--- src/rtl/fsk_seq_pkg.sv ---
// Shared types and sizing helpers for the FSK symbol sequencer.
package fsk_seq_pkg;

    typedef enum logic [1:0] {
        IDLE  = 2'd0,
        LOAD  = 2'd1,
        ARMED = 2'd2,
        TX    = 2'd3
    } seq_state_e;

    // Bytes needed to carry a full frame; a partly used last byte still counts.
    function automatic int nbytes(input int num_syms, input int sym_bits);
        return (num_syms * sym_bits + 7) / 8;
    endfunction

    function automatic int syms_per_byte(input int sym_bits);
        return 8 / sym_bits;
    endfunction

    // Counter width for values 0..n-1, never narrower than one bit.
    function automatic int idx_width(input int n);
        return (n < 2) ? 1 : $clog2(n);
    endfunction

endpackage

--- src/rtl/sym_period_timer.sv ---
// Symbol-period down-counter: expire marks the last cycle of each period
// and the count auto-reloads so back-to-back symbols have no gap.
module sym_period_timer #(
    parameter int PERIOD_W = 24
) (
    input  logic                clk,
    input  logic                rst_n,
    input  logic                load,
    input  logic                en,
    input  logic [PERIOD_W-1:0] period,
    output logic                expire
);

    logic [PERIOD_W-1:0] period_q, period_d;
    logic [PERIOD_W-1:0] cnt_q, cnt_d;
    logic [PERIOD_W-1:0] period_eff;

    assign period_eff = (period == '0) ? PERIOD_W'(1) : period;

    always_comb begin
        period_d = period_q;
        cnt_d    = cnt_q;
        if (load) begin
            period_d = period_eff;
            cnt_d    = period_eff - PERIOD_W'(1);
        end else if (en) begin
            if (cnt_q == '0) begin
                cnt_d = period_q - PERIOD_W'(1);
            end else begin
                cnt_d = cnt_q - PERIOD_W'(1);
            end
        end
    end

    assign expire = en && !load && (cnt_q == '0);

    always_ff @(posedge clk) begin
        if (!rst_n) begin
            period_q <= PERIOD_W'(1);
            cnt_q    <= '0;
        end else begin
            period_q <= period_d;
            cnt_q    <= cnt_d;
        end
    end

endmodule

--- src/rtl/fsk_symbol_sequencer.sv ---
// Loads a packed M-ary symbol table over the byte config port and plays it
// out one symbol per programmable period, optionally looping as a beacon.
module fsk_symbol_sequencer
    import fsk_seq_pkg::*;
#(
    parameter int NUM_SYMS = 162,
    parameter int SYM_BITS = 2,
    parameter int PERIOD_W = 24
) (
    input  logic                clk,
    input  logic                rst_n,
    input  logic [7:0]          cfg_data_in,
    input  logic                cfg_valid_in,
    input  logic                cfg_start,
    input  logic                tx_start,
    input  logic                tx_abort,
    input  logic                repeat_en,
    input  logic [PERIOD_W-1:0] sym_period,
    output logic [SYM_BITS-1:0] sym_out,
    output logic                sym_strobe,
    output logic                tx_active,
    output logic                tx_done,
    output logic                cfg_loaded,
    output logic                cfg_overflow
);

    localparam int NBYTES        = nbytes(NUM_SYMS, SYM_BITS);
    localparam int SYMS_PER_BYTE = syms_per_byte(SYM_BITS);
    localparam int IDX_W         = idx_width(NUM_SYMS);
    localparam int PTR_W         = idx_width(NBYTES + 1);
    localparam logic [IDX_W-1:0] LAST_IDX = IDX_W'(NUM_SYMS - 1);
    localparam logic [PTR_W-1:0] LAST_PTR = PTR_W'(NBYTES - 1);

    seq_state_e          state_q, state_d;
    logic [PTR_W-1:0]    ptr_q, ptr_d;
    logic [IDX_W-1:0]    idx_q, idx_d;
    logic                loaded_q, loaded_d;
    logic                overflow_q, overflow_d;
    logic                strobe_q, strobe_d;
    logic                done_q, done_d;
    logic                tab_we;
    logic                timer_load;
    logic                timer_expire;

    logic [SYM_BITS-1:0] sym_tab_q [NUM_SYMS];
    logic [SYM_BITS-1:0] sym_tab_d [NUM_SYMS];
    logic [SYM_BITS-1:0] lane_sym  [SYMS_PER_BYTE];

    // Lowest-order bits of each byte hold the earliest symbol.
    for (genvar gi = 0; gi < SYMS_PER_BYTE; gi++) begin : g_lane
        assign lane_sym[gi] = cfg_data_in[gi*SYM_BITS +: SYM_BITS];
    end

    always_comb begin
        state_d    = state_q;
        ptr_d      = ptr_q;
        idx_d      = idx_q;
        loaded_d   = loaded_q;
        overflow_d = overflow_q;
        strobe_d   = 1'b0;
        done_d     = 1'b0;
        tab_we     = 1'b0;
        timer_load = 1'b0;

        unique case (state_q)
            IDLE, ARMED: begin
                if (cfg_start) begin
                    state_d    = LOAD;
                    ptr_d      = '0;
                    loaded_d   = 1'b0;
                    overflow_d = 1'b0;
                end else begin
                    if (cfg_valid_in) overflow_d = 1'b1;
                    if ((state_q == ARMED) && tx_start) begin
                        state_d    = TX;
                        idx_d      = '0;
                        strobe_d   = 1'b1;
                        timer_load = 1'b1;
                    end
                end
            end
            LOAD: begin
                if (cfg_start) begin
                    ptr_d = '0;
                end else if (cfg_valid_in) begin
                    tab_we = 1'b1;
                    ptr_d  = ptr_q + PTR_W'(1);
                    if (ptr_q == LAST_PTR) begin
                        state_d  = ARMED;
                        loaded_d = 1'b1;
                    end
                end
            end
            TX: begin
                if (cfg_valid_in) overflow_d = 1'b1;
                // Abort is checked first so it beats a coincident frame end.
                if (tx_abort) begin
                    state_d = ARMED;
                    idx_d   = '0;
                end else if (timer_expire) begin
                    if (idx_q == LAST_IDX) begin
                        idx_d = '0;
                        if (repeat_en) begin
                            strobe_d = 1'b1;
                        end else begin
                            state_d = ARMED;
                            done_d  = 1'b1;
                        end
                    end else begin
                        idx_d    = idx_q + IDX_W'(1);
                        strobe_d = 1'b1;
                    end
                end
            end
            default: state_d = IDLE;
        endcase
    end

    always_comb begin
        sym_tab_d = sym_tab_q;
        if (tab_we) begin
            for (int i = 0; i < NUM_SYMS; i++) begin
                if (ptr_q == PTR_W'(i / SYMS_PER_BYTE)) begin
                    sym_tab_d[i] = lane_sym[i % SYMS_PER_BYTE];
                end
            end
        end
    end

    // Table contents survive reset; cfg_loaded alone gates their use.
    always_ff @(posedge clk) begin
        sym_tab_q <= sym_tab_d;
    end

    always_ff @(posedge clk) begin
        if (!rst_n) begin
            state_q    <= IDLE;
            ptr_q      <= '0;
            idx_q      <= '0;
            loaded_q   <= 1'b0;
            overflow_q <= 1'b0;
            strobe_q   <= 1'b0;
            done_q     <= 1'b0;
        end else begin
            state_q    <= state_d;
            ptr_q      <= ptr_d;
            idx_q      <= idx_d;
            loaded_q   <= loaded_d;
            overflow_q <= overflow_d;
            strobe_q   <= strobe_d;
            done_q     <= done_d;
        end
    end

    sym_period_timer #(
        .PERIOD_W (PERIOD_W)
    ) u_timer (
        .clk    (clk),
        .rst_n  (rst_n),
        .load   (timer_load),
        .en     (state_q == TX),
        .period (sym_period),
        .expire (timer_expire)
    );

    assign tx_active    = (state_q == TX);
    assign sym_out      = (state_q == TX) ? sym_tab_q[idx_q] : '0;
    assign sym_strobe   = strobe_q;
    assign tx_done      = done_q;
    assign cfg_loaded   = loaded_q;
    assign cfg_overflow = overflow_q;

endmodule
--- config.mk ---
export PLATFORM = sky130hd
export DESIGN_NAME = fsk_symbol_sequencer
export DESIGN_NICKNAME = d
export VERILOG_FILES = /design/src/rtl/fsk_seq_pkg.sv /design/src/rtl/sym_period_timer.sv /design/src/rtl/fsk_symbol_sequencer.sv
export SDC_FILE = /design/constraint.sdc
export NUM_CORES = 1
export LEC_CHECK = 0
export ABC_CLOCK_PERIOD_IN_PS = 3500
export CAP_MARGIN = 20
export CELL_PAD_IN_SITES_DETAIL_PLACEMENT = 0
export CELL_PAD_IN_SITES_GLOBAL_PLACEMENT = 1
export CORE_MARGIN = 4
export CORE_UTILIZATION = 52
export DETAILED_ROUTE_END_ITERATION = 8
export HOLD_SLACK_MARGIN = 0.15
export PLACE_DENSITY = 0.89
export SKIP_LAST_GASP = 1
export SYNTH_ARGS = -nofsm -noshare
export SYNTH_HDL_FRONTEND = slang
export SYNTH_HIERARCHICAL = 1
export SYNTH_SLANG_ARGS = --single-unit
--- constraint.sdc ---
create_clock -name clk -period 3.5 [get_ports clk]
set_input_delay 0.7 -clock clk [delete_from_list [all_inputs] [get_ports clk]]
set_output_delay 0.7 -clock clk [all_outputs]
set_load 0.005 [all_outputs]
==> results.py <==
metrics = {
    "routing": {
        "top_layer": "met4",
        "met1_length_um": 16500,
        "drt_iter0_drc": 1391,
        "wl_um": 40800,
        "drc_errors": 0,
        "dr_total_vias": 10700,
        "ant_nets": 0,
        "wl_met3_um": 3790,
        "drtPass1Iterations": 5,
        "avgRoutedWirePerCell_um": 24.1,
        "wl_met2_um": 19700,
        "vias_per_cell": 6.32,
    },
    "clock_tree": {
        "clockBufferDepth": 3,
        "insertion_delay_ps": 530,
        "cts_tree": "done",
        "htree_levels": 2,
        "cts_hold_buf": 0,
        "cts_sinks": 392,
        "clkSlewWorstSetupHoldPaths_ps": 60,
        "cts_buffers": 41,
        "clock_tree.root_cell": "clkbuf_16",
    },
    "grt": {
        "grt_pass1_wl_um": 63400,
        "antenna_found_initial": 0,
        "grt_pass1_vias": 10700,
        "grt-ovfl-total": 0,
        "grt_util_all_layers": 0.230,
        "grt_max_degree": 42,
    },
    "cells_and_area": {
        "postLayoutCoreUtil": 0.626,
        "design_area_um2": 19900,
        "area_delta_synth_final_pct": 18.1,
        "antennaDiodeCount": 0,
        "fillCellCount": 2248,
        "layout.nets": 1307,
        "drive_gt1_frac": 0.239,
    },
    "power_and_ir_drop": {
        "p_per_area_nw_per_um2": 472,
        "combPwrFrac": 0.021,
        "p_sw_frac": 0.202,
        "p_switching_mw": 1.89,
        "peakVddDrop_uv": 270,
        "power.share.sequential": 0.539,
        "intPower_mw": 7.48,
        "p_leak_nw": 6.52,
        "pwr-share-clk": 0.440,
    },
    "die": {
        "row_count": 65,
        "initial_core_util": 0.530,
        "die_w_um": 188,
        "die_area_um2": 35300,
        "chipHeight_um": 188,
        "core_area_um2": 31700,
        "io_pins": 46,
    },
    "critical_path": {
        "crit_path_end_kind": "output pin",
        "crit_path_start_kind": "flip-flop",
        "required_ps": 2800,
        "cpLargestDelayFamily": "multiplexers",
        "max_stage_delay_ps": 510,
        "path_max_fanout": 6,
        "path_cells": "buf_12 > mux4_2 > mux2_4 > a221o_1 > nand3_1 > o21ai_1 > o31a_1 > buf_2",
        "critPathBufInv": 2,
        "critical_path_class": "flip-flop to output pin",
        "cp.arrival_ps": 2830,
        "cp_slowest_cell": "mux4_2",
    },
    "timing": {
        "setup_viol_count_final": 2,
        "setup_tns_ps": -38.4,
        "rsz0062_at_grt": "yes",
        "tightest_slew_ps": 702,
        "slew_headroom": 0.530,
        "setup_slack_ps": -27.3,
        "finClkSkew_ps": 24.8,
        "min_period_over_period": 1.01,
        "slew_violations": 0,
        "hold_viol_final": 0,
        "max_freq_mhz": 284,
        "period_minus_slack_ps": 3530,
        "hold_ws_ps": 474,
    },
    "logic_synthesis": {
        "synth_nets": 1168,
        "synth_top_area_frac": 0.578,
        "ys_seq_elements": 392,
        "syn_area_per_cell_um2": 15.0,
        "ys_warn_count": 6,
        "ys_types": 87,
        "syn_inst": 1122,
        "async_reset_ff_frac": 0,
        "ys_seq_area_frac": 0.659,
        "synth_area_leaders": "edfxtp_1 (58%), mux4_2 (8.7%), dfxtp_1 (8.1%)",
        "synth_area_leader_cell": "edfxtp_1",
        "synth_edf_count": 324,
        "synthFlopType": "edfxtp_1",
        "syn_area_um2": 16800,
    },
    "hold_path": {
        "worstHoldPathType": "flip-flop to flip-flop",
    },
    "run": {
        "drv_cap": 0,
    },
    "placement": {
        "place_congestion": 0.869,
        "dpl_cell_area_um2": 18200,
        "hpwl_um": 24900,
        "port_buffers": 45,
    },
    "outcome": {
        "violations": "negative setup slack",
        "status": "complete, but fails checks",
    },
}
-- cells by family after synthesis --
kind of cell	Yosys count	share of synthesized area
XOR/XNOR	27	0.0141
flip-flops	392	0.659
AND/OR/NAND/NOR	287	0.0871
adder cells (fa/ha/maj)	7	0.00521
AO/OA/AOI/OAI	214	0.0890
buffers and inverters	81	0.0261
multiplexers	114	0.119
-- metrics by stage --
step | power [mW] | instances | setup slack (ps)
after global routing | 9.64 | 1694 | -91.4
after detailed placement | 5.34 | 1599 | -133
after CTS | 9.42 | 1693 | -143
after global placement | 5.34 | 1599 | -1.81
after floorplan | 5.18 | 1122 | 416
final | 9.37 | 1694 | -27.3
-- synth_stat cells (3+ instances only) --
library cell / instances
o22ai_1: 4
inv_1: 15
a21oi_1: 67
nand2_1: 86
a31oi_1: 7
clkbuf_1: 30
o221a_2: 3
nor2b_1: 8
o21ai_0: 44
a22o_1: 5
nand3_1: 20
and2_1: 8
buf_2: 15
mux2i_1: 35
nor3_1: 13
xnor2_1: 10
xor2_1: 17
o31ai_1: 4
a211oi_1: 8
or3_1: 3
ha_1: 7
nand3b_1: 3
nor4_1: 12
o2111ai_1: 5
nand2b_1: 10
and3_1: 17
mux4_2: 65
a211o_1: 3
edfxtp_1: 324
buf_6: 13
nor4_4: 3
mux2_2: 11
nand4_1: 12
buf_4: 5
nor2_1: 74
a21boi_0: 5
a22oi_1: 15
dfxtp_1: 68
-- worst paths after layout --
check / startpoint / to / cells past startpoint / slack [ps]
worst max-delay path: idx_q[0]$_SDFFE_PN0P_ / sym_out[0] / 8 / -30
worst min-delay path: u_timer/period_q[15]$_SDFFE_PN0P_ / u_timer/period_q[15]$_SDFFE_PN0P_ / 2 / 470
worst max register to register: state_q[1]$_SDFFE_PN0P_ / u_timer/cnt_q[12]$_SDFFE_PN0P_ / 14 / 580
worst min register to register: u_timer/period_q[15]$_SDFFE_PN0P_ / u_timer/period_q[15]$_SDFFE_PN0P_ / 2 / 470
-- layer usage --
layer  vias up  GRT usage
li1       4689          -
met2       601      0.378
met4         0     0.0536
met1      5342      0.328
met5         -          0
met3        74     0.0380
-- worst reg2reg max path: stages (launching register included) --
cell and delay, ps:
dfxtp_1 500, nand2_1 130, nor3_2 200, buf_12 200, inv_2 90, nor2_1 110
o21ai_0 160, nand2_1 130, ha_1 190, o311ai_2 110, buf_4 170, nor2_4 270
nand3_1 160, xor2_1 180, a211oi_1 210
-- registers in the layout, indices dropped and copies added (netlist names) --
name and flops:
sym_tab_q 324, cfg_loaded 1, sym_strobe 1, ptr_q 6, u_timer/period_q 24, u_timer/cnt_q 24
tx_done 1, idx_q 8, cfg_overflow 1, state_q 2
-- power by group through the flow --
stage               registers [mW]  logic [mW]  clock network [mW]
finish                        5.05       0.194                4.13
global route                  5.05       0.204                4.39
CTS                           5.05       0.192                4.18
detailed placement            5.15       0.192                   0
global placement              5.15       0.189                   0
floorplan                     5.15      0.0327                   0
-- area by class of cell --
type | instances | area, um2 | share of cell area
sequential | 392 | 11100 | 0.559
multi-input combinational | 649 | 5350 | 0.269
timing repair buffer | 161 | 1580 | 0.0794
clock buffer | 52 | 1090 | 0.0548
tap | 402 | 503 | 0.0253
clock inverter | 22 | 190 | 0.00957
inverter | 16 | 60.1 | 0.00302
-- what timing repair did --
action                                  CTS  global route
resized for setup                        20            16
endpoints found under the setup margin    2             2
setup buffers                            17             1
gates cloned                              3             0
pin swaps                                 3             7
-- placed cells by master, fill, tap and decap left out, types with 5 or more instances in the layout --
cell type	instances
a22o_1	5
a31oi_1	7
buf_4	96
edfxtp_1	324
a21oi_1	64
xor2_1	17
mux4_2	65
and3_1	17
mux2i_1	32
nor4_1	11
clkdlybuf4s50_1	43
o21ai_0	42
inv_1	15
ha_1	7
clkbuf_16	42
nand4_1	12
xnor2_1	10
o2111ai_1	5
nand2b_1	10
nand3_1	20
nor2b_1	8
nor2_1	74
a22oi_1	13
clkbuf_1	10
clkinv_2	5
a21boi_0	5
buf_12	12
dfxtp_1	64
nand2_1	85
clkinv_1	7
nor3_1	12
a211oi_1	8
and2_1	8
mux2_2	10
(Power assumes the default switching activity.)
